<file path="src/rtl/hilo_pkg.sv">
// hilo_pkg: shared width, op codes and FSM states for the HI/LO multiply controller
package hilo_pkg;
  localparam int XLEN = 32;
  localparam logic [5:0] OP_MULT  = 6'b011000;
  localparam logic [5:0] OP_MULTU = 6'b011001;
  localparam logic [5:0] OP_MADD  = 6'b011100;
  localparam logic [5:0] OP_MADDU = 6'b011101;
  localparam logic [5:0] OP_MFHI  = 6'b010000;
  localparam logic [5:0] OP_MFLO  = 6'b010010;
  typedef enum logic [2:0] {IDLE, PREP, RUN, FIX, WB} state_t;
endpackage

</file>
<file path="src/rtl/shift_add_step.sv">
// shift_add_step: one right-shifting shift-add multiply iteration
module shift_add_step #(
  parameter int W = 32
) (
  input  logic [2*W-1:0] partial,
  input  logic [W-1:0]   mcand,
  output logic [2*W-1:0] result
);
  logic         mbit;
  logic [W:0]   sum;
  // The low half holds the not-yet-consumed multiplier bits; bit 0 is the current one.
  always_comb begin
    mbit   = partial[0];
    sum    = {1'b0, partial[2*W-1:W]} + (mbit ? {1'b0, mcand} : '0);
    result = {sum, partial[W-1:1]};
  end
endmodule

</file>
<file path="src/rtl/hilo_mult_ctrl.sv">
// hilo_mult_ctrl: multi-cycle MULT/MULTU/MADD/MADDU unit with HI/LO registers and MFHI/MFLO reads
module hilo_mult_ctrl
  import hilo_pkg::*;
#(
  parameter int XLEN = hilo_pkg::XLEN
) (
  input  logic            clk,
  input  logic            rst_n,
  input  logic            start,
  input  logic [5:0]      op,
  input  logic [XLEN-1:0] a,
  input  logic [XLEN-1:0] b,
  input  logic            cancel,
  output logic            busy,
  output logic            done,
  output logic            stall,
  output logic            illegal,
  output logic [XLEN-1:0] hi,
  output logic [XLEN-1:0] lo,
  output logic [XLEN-1:0] rd_data
);
  localparam int CW = $clog2(XLEN);
  state_t            state, state_nx;
  logic [5:0]        op_q;
  logic [XLEN-1:0]   a_q, b_q, mcand, a_mag, b_mag;
  logic [2*XLEN-1:0] prod, step;
  logic [CW-1:0]     cnt;
  logic              is_mul, is_mf, accept, q_signed, q_acc, neg;
  shift_add_step #(.W(XLEN)) u_step (
    .partial(prod),
    .mcand  (mcand),
    .result (step)
  );
  always_comb begin
    is_mul   = op inside {OP_MULT, OP_MULTU, OP_MADD, OP_MADDU};
    is_mf    = op == OP_MFHI || op == OP_MFLO;
    busy     = state != IDLE;
    accept   = start && is_mul && !busy && !cancel;
    stall    = start && (is_mul || is_mf) && busy;
    illegal  = start && !(is_mul || is_mf);
    rd_data  = (start && !busy && op == OP_MFHI) ? hi :
               (start && !busy && op == OP_MFLO) ? lo : '0;
    q_signed = op_q == OP_MULT || op_q == OP_MADD;
    q_acc    = op_q == OP_MADD || op_q == OP_MADDU;
    // Negating 0x80..0 wraps back to itself, which read as unsigned is exactly 2^(XLEN-1).
    a_mag    = (q_signed && a_q[XLEN-1]) ? -a_q : a_q;
    b_mag    = (q_signed && b_q[XLEN-1]) ? -b_q : b_q;
    neg      = q_signed && (a_q[XLEN-1] ^ b_q[XLEN-1]);
    state_nx = (cancel && busy)  ? IDLE :
               (state == IDLE)   ? (accept ? PREP : IDLE) :
               (state == PREP)   ? RUN :
               (state == RUN)    ? ((cnt == CW'(XLEN - 1)) ? FIX : RUN) :
               (state == FIX)    ? WB : IDLE;
  end
  always_ff @(posedge clk) begin
    if (!rst_n) begin
      state <= IDLE;
      done  <= 1'b0;
      hi    <= '0;
      lo    <= '0;
      cnt   <= '0;
      prod  <= '0;
      mcand <= '0;
      op_q  <= '0;
      a_q   <= '0;
      b_q   <= '0;
    end else begin
      state <= state_nx;
      done  <= state == WB && !cancel;
      if (accept) begin
        op_q <= op;
        a_q  <= a;
        b_q  <= b;
      end
      if (state == PREP) begin
        mcand <= a_mag;
        prod  <= {{XLEN{1'b0}}, b_mag};
        cnt   <= '0;
      end
      if (state == RUN) begin
        prod <= step;
        cnt  <= cnt + 1'b1;
      end
      if (state == FIX && neg) prod <= -prod;
      if (state == WB && !cancel) {hi, lo} <= q_acc ? {hi, lo} + prod : prod;
    end
  end
endmodule

</file>
<file path="config.mk">
export PLATFORM = sky130hd
export DESIGN_NAME = hilo_mult_ctrl
export DESIGN_NICKNAME = d
export VERILOG_FILES = /design/src/rtl/hilo_pkg.sv /design/src/rtl/shift_add_step.sv /design/src/rtl/hilo_mult_ctrl.sv
export SDC_FILE = /design/constraint.sdc
export NUM_CORES = 1
export LEC_CHECK = 0
export ABC_AREA = 1
export ABC_CLOCK_PERIOD_IN_PS = 5150
export CORE_ASPECT_RATIO = 0.75
export CORE_MARGIN = 4
export CORE_UTILIZATION = 65
export CTS_CLUSTER_SIZE = 16
export DETAILED_ROUTE_END_ITERATION = 8
export PLACE_DENSITY_LB_ADDON = 0.3
export SLEW_MARGIN = 20
export SYNTH_ARGS = -nofsm -noshare
export SYNTH_HDL_FRONTEND = slang
export SYNTH_SLANG_ARGS = --single-unit
</file>
<file path="constraint.sdc">
create_clock -name clk -period 5.15 [get_ports clk]
set_input_delay 0.515 -clock clk [delete_from_list [all_inputs] [get_ports clk]]
set_output_delay 0.515 -clock clk [all_outputs]
set_load 0.05 [all_outputs]
</file>
==> results of run 1 <==
## synthesized netlist by cell type (17+ instances only)
cell,instances
a21oi_1,363
a31oi_1,24
buf_2,20
clkbuf_1,93
dfxtp_1,239
ha_1,100
inv_1,644
nand2_1,1091
nand3_1,220
nand4_1,37
nor2_1,365
nor3_1,57
o211ai_1,28
o21ai_0,275
o21ai_1,17
xor2_1,72
## registers in the layout, summed over array words and instances, names as in the netlist
register / flops
prod: 64
a_q: 32
b_q: 32
hi: 32
lo: 32
mcand: 32
op_q: 6
cnt: 5
state: 3
done: 1
## routing by layer
metal	GRT usage	part of all wire	vias to the layer above
li1	-	-	12300
met1	0.606	0.41	11500
met2	0.645	0.41	1693
met3	0.103	0.14	246
met4	0.159	0.043	0
met5	0	0	-
## area by class of cell
class / count / area (sq um)
clock inverter: 20 / 241
timing repair buffer: 190 / 1860
inverter: 657 / 2470
tap: 442 / 553
fill: 2752 / 8110
antenna: 1 / 2.50
multi-input combinational: 2777 / 13700
clock buffer: 30 / 707
sequential: 239 / 4780
## report_power, final
part	internal, mW	leakage, nW	switching [mW]
Clock	1.21	0.448	0.929
Combinational	0.176	10.0	0.362
Sequential	1.86	1.93	0.0198
## metrics by stage
step,worst slack (ns),util,std cells
after detailed placement,1.64,0.721,4305
final,1.23,0.750,4356
after CTS,1.30,0.750,4355
after global placement,1.71,0.721,4305
after floorplan,2.04,-,3799
after global routing,1.20,0.750,4355
## cells by family after synthesis
kind of cell | count (synthesis) | share of synthesized area
compound gates | 771 | 0.193
flops | 239 | 0.223
fa+ha+maj | 102 | 0.0602
buf+inv | 783 | 0.140
simple gates | 1828 | 0.353
xor+xnor | 76 | 0.0310
## path summary, 6_finish.rpt
| kind | from | end | slack, ns | cells past startpoint |
|---|---|---|---|---|
| worst max-delay path | state[1] | rd_data[8] | 1.23 | 8 |
| worst min-delay path | rst_n | a_q[19] | 0.43 | 3 |
| worst max register to register | state[0] | prod[26] | 1.75 | 11 |
| worst min register to register | op_q[5] | op_q[5] | 0.46 | 2 |
## worst register-to-register path: stages (launching register included)
cell and delay, ns:
dfxtp_1 0.36, inv_1 0.09, nor3_2 0.10, buf_4 0.48
inv_2 0.27, nand2_1 0.11, buf_4 0.25, nor2_2 0.07
buf_4 0.25, inv_2 0.83, o21ai_0 0.27, a31oi_1 0.24
==> impl_metrics.ini, run 1 <==
[grt]
grt_pass1_vias = 22700
grt_start_max_net_pins = 114
grt-ovfl-total = 0
grtUsageTotal = 0.431
grt_pass1_wl_um = 124000
antenna_found_initial = 1

[power_and_ir_drop]
vdd_drop_max_mv = 0.352
power.density_nw_per_um2 = 187
total_leakage_power_nw = 12.4
power_mw = 4.55

[clock_tree]
clkTransAtPathRegs_ns = 0.07
h-tree-depth = 1
hold_buffers = 0
cts_resized = 0
tritoncts = built
cts.sinks = 239
cts-buffers-inserted = 27
cts-root-buf = clkbuf_16
ctsLongestPathBuffers = 3
clk_latency_ns = 0.58
post_cts_buffers = 0

[detailed_routing]
vias = 25800
wl_per_cell_um = 18.7
firstDrtPassIters = 6
vias_per_cell = 5.92
drc = 0
drtIter0Drc = 3786
drt-total-wl_um = 81500
ant_nets = 0

[worst_setup_path]
crit_type = reg -> out
crit_buf_inv = 3
cp-end-kind = output pin
crit_path_start_kind = register
cp.arrival_ns = 3.40
cp_slowest_cell = clkdlybuf4s50_1
cp_common_cell = buf_4
critPathRequiredTime_ns = 4.64
cp_top_family = buffers and inverters
crit_fanout = 33
cp_slowest_stage_delay_ns = 0.85
crit_chain = nor2_1 -> nand2_1 -> nor2_2 -> buf_4 -> nand3_1 -> buf_4 -> o21ai_0 -> clkdlybuf4s50_1

[yosys]
synth_top_area_share = 0.223
synth_cell_types = 50
yosysTopAreaCell = dfxtp_1
synth_edf_count = 0
synth_area_leaders = dfxtp_1, nand2_1, inv_1
synth_seq_cells = 239
synthesis.area_per_instance_sq_um = 5.65
ys_warn_count = 0
async_flop_share = 0
synth_area_sq_um = 21500
ys_seq_area_frac = 0.223
syn-num-nets = 3975
ys.flop_type = dfxtp_1
synthCells = 3799

[die]
rows = 57
dieHeight_um = 165
die_x_um = 218
ioPinCount = 174
initial_utilization = 0.661
core_area_sq_um = 32400
dieArea_sq_um = 36000

[job]
max_cap_viol_count = 0

[sta]
fmax_mhz = 255
relSlewSlack = 0.233
rsz0062_at_grt = no
fin_worst_skew_ns = 0.0184
worst_slew_pin_slew_ns = 1.14
finalSetupViolCount = 0
hold_ws_ns = 0.433
min_period_over_period = 0.760
slew_violations = 0
period_minus_slack_ns = 3.92
setup_tns_ns = 0
hold_viol = 0

[place]
placed_area_sq_um = 23400
port_buffers = 173
post-dp-hpwl_um = 62100
place.gp.congestion = 1.09

[cells_and_area]
final_common_cell = nand2_1
layout.nets = 4068
final_cell_mix = nand2_1, inv_1, nor2_1, a21oi_1, o21ai_0
area_growth_pct = 13.4
drive_above_1_share = 0.0317
stdcell_area_sq_um = 24300

[hold_path]
hp-class = in -> reg

[outcome]
status = finished, final reports clean
Note: power is estimated with default switching activity, not from simulation.
==> inputs of run 2 (changes only) <==
- ABC_CLOCK_PERIOD_IN_PS: 5150 -> 3400
- CORE_UTILIZATION: 65 -> 55
- clock period: 5.15 -> 3.4 ns (I/O delays scaled with it)
==> impl_metrics.ini, run 2 (synthesized netlist as in run 1, its figures left out) <==
[worst_setup_path]
ff2ff_path_depth = 12
crit_path_end = prod[51]
cp_top_family = compound AO/OA/AOI/OAI gates
cp_num_cells = 12
cp.arrival_ns = 3.43
crit_fanout = 31
crit_buf_inv = 2
crit_chain = buf_4 -> nand2_1 -> fa_1 -> inv_1 -> nand3_1 -> nand2_1 -> a21oi_1 -> o21ai_0 -> nand2_1 -> nand3b_1 -> nand3_1 -> a21oi_1
r2r_slack_ns = 0.47
crit_type = reg -> reg
cp_slowest_stage_delay_ns = 0.51
crit_path_start_kind = register
cp-end-kind = register
crit_start = prod[0]
r2r-end = prod[51]
critPathRequiredTime_ns = 3.89
cp_slowest_cell = dfxtp_1
r2r_start = prod[0]
cp_common_cell = nand2_1

[clock_tree]
ctsLongestPathBuffers = 3
cts-buffers-inserted = 27
cts.sinks = 239
post_cts_buffers = 0
clk_latency_ns = 0.57
h-tree-depth = 1
tritoncts = built
cts_resized = 0
cts-root-buf = clkbuf_16
clkTransAtPathRegs_ns = 0.06
hold_buffers = 0

[job]
max_cap_viol_count = 0

[power_and_ir_drop]
power.density_nw_per_um2 = 271
vdd_drop_max_mv = 0.336
p_comb_frac = 0.124
pwr-share-seq = 0.420
p_switching_mw = 1.88
clkPwrFrac = 0.457
p_int_mw = 4.90
total_leakage_power_nw = 12.8
switching_share = 0.277

[cells_and_area]
final_cell_mix = nand2_1, inv_1, nor2_1, a21oi_1, o21ai_0
area_growth_pct = 16.5
finalNonFillerCells = 4453
final_common_cell = nand2_1
fillers = 3758
largest_reg_flops = 64
antenna_cells = 0
layout.nets = 4101
top_register = prod
drive_above_1_share = 0.0462

[sta]
slew_violations = 0
setup_tns_ns = 0
fmax_mhz = 341
hold_viol = 0
fin_worst_skew_ns = 0.0144
rsz0062_at_grt = no
period_minus_slack_ns = 2.93
finalSetupViolCount = 0
worst_slew_pin_slew_ns = 0.864
relSlewSlack = 0.424
min_period_over_period = 0.863

[place]
place.gp.congestion = 1.04
placed_cells = 4408
port_buffers = 173
post-dp-hpwl_um = 66700

[outcome]
status = finished, final reports clean

[detailed_routing]
vias_per_cell = 5.67
drc = 0
ant_nets = 0
wl_per_cell_um = 18.9
drtIter0Drc = 3057
firstDrtPassIters = 6
vias = 25300
drt-total-wl_um = 84200

[grt]
grt_pass1_wl_um = 126000
grtUsageTotal = 0.378
grt_pass1_vias = 22200
antenna_found_initial = 2
grt_start_max_net_pins = 88
grt-ovfl-total = 0

[hold_path]
hold_path_startpoint = rst_n
hp-class = in -> reg

[die]
die_x_um = 236
core_area_sq_um = 38400
initial_utilization = 0.559
dieArea_sq_um = 42300
ioPinCount = 174
dieHeight_um = 179
rows = 62
## run 2: metrics by stage
| step | instance area [sq um] | setup slack, ns | utilization | total power, mW | hold WS, ns |
|---|---|---|---|---|---|
| CTS | 25000 | 0.506 | 0.651 | 6.74 | 0.323 |
| finish | 25000 | 0.465 | 0.651 | 6.78 | 0.346 |
| global route | 25000 | 0.187 | 0.651 | 6.96 | 0.380 |
| floorplan | 21500 | 0.467 | - | 3.39 | 0.424 |
| detailed placement | 24100 | 0.539 | 0.628 | 3.69 | 0.435 |
| global placement | 24100 | 0.583 | 0.628 | 3.68 | 0.432 |
## run 2: how the worst min path moves through the flow
| stage | endpoint | slack (ns) | cells after the start |
|---|---|---|---|
| 6_report | prod[45] | 0.35 | 3 |
| 5_1_grt | prod[48] | 0.38 | 3 |
| 4_1_cts | prod[45] | 0.32 | 3 |
| 3_5_place_dp | op_q[1] | 0.44 | 2 |
| 3_3_place_gp | op_q[1] | 0.43 | 2 |
| 2_1_floorplan | op_q[1] | 0.42 | 2 |
## run 2: layout make-up
class                      count  area (sq um)  area share
clock inverter                12           170     0.00681
sequential                   239          4780       0.191
inverter                     657          2470      0.0986
multi-input combinational   2777         13700       0.549
timing repair buffer         223          2490      0.0995
clock buffer                  33           728      0.0291
tap                          512           641      0.0256
## run 2: tightest hold or removal path: stages
cell and delay, ns:
buf_4 0.32, nand2_1 0.15, inv_1 0.03
## run 2: power by group through the flow
stage               logic (mW)  clock network, mW  registers [mW]
floorplan                0.493                  0            2.90
global placement         0.774                  0            2.91
detailed placement       0.779                  0            2.91
CTS                      0.785               3.11            2.84
global route             0.886               3.22            2.85
finish                   0.838               3.10            2.85
## run 2: layer usage
metal	wire, um	global-route usage
met4	3520	0.133
met1	37500	0.539
met5	40	0
met3	9070	0.0817
met2	34100	0.562
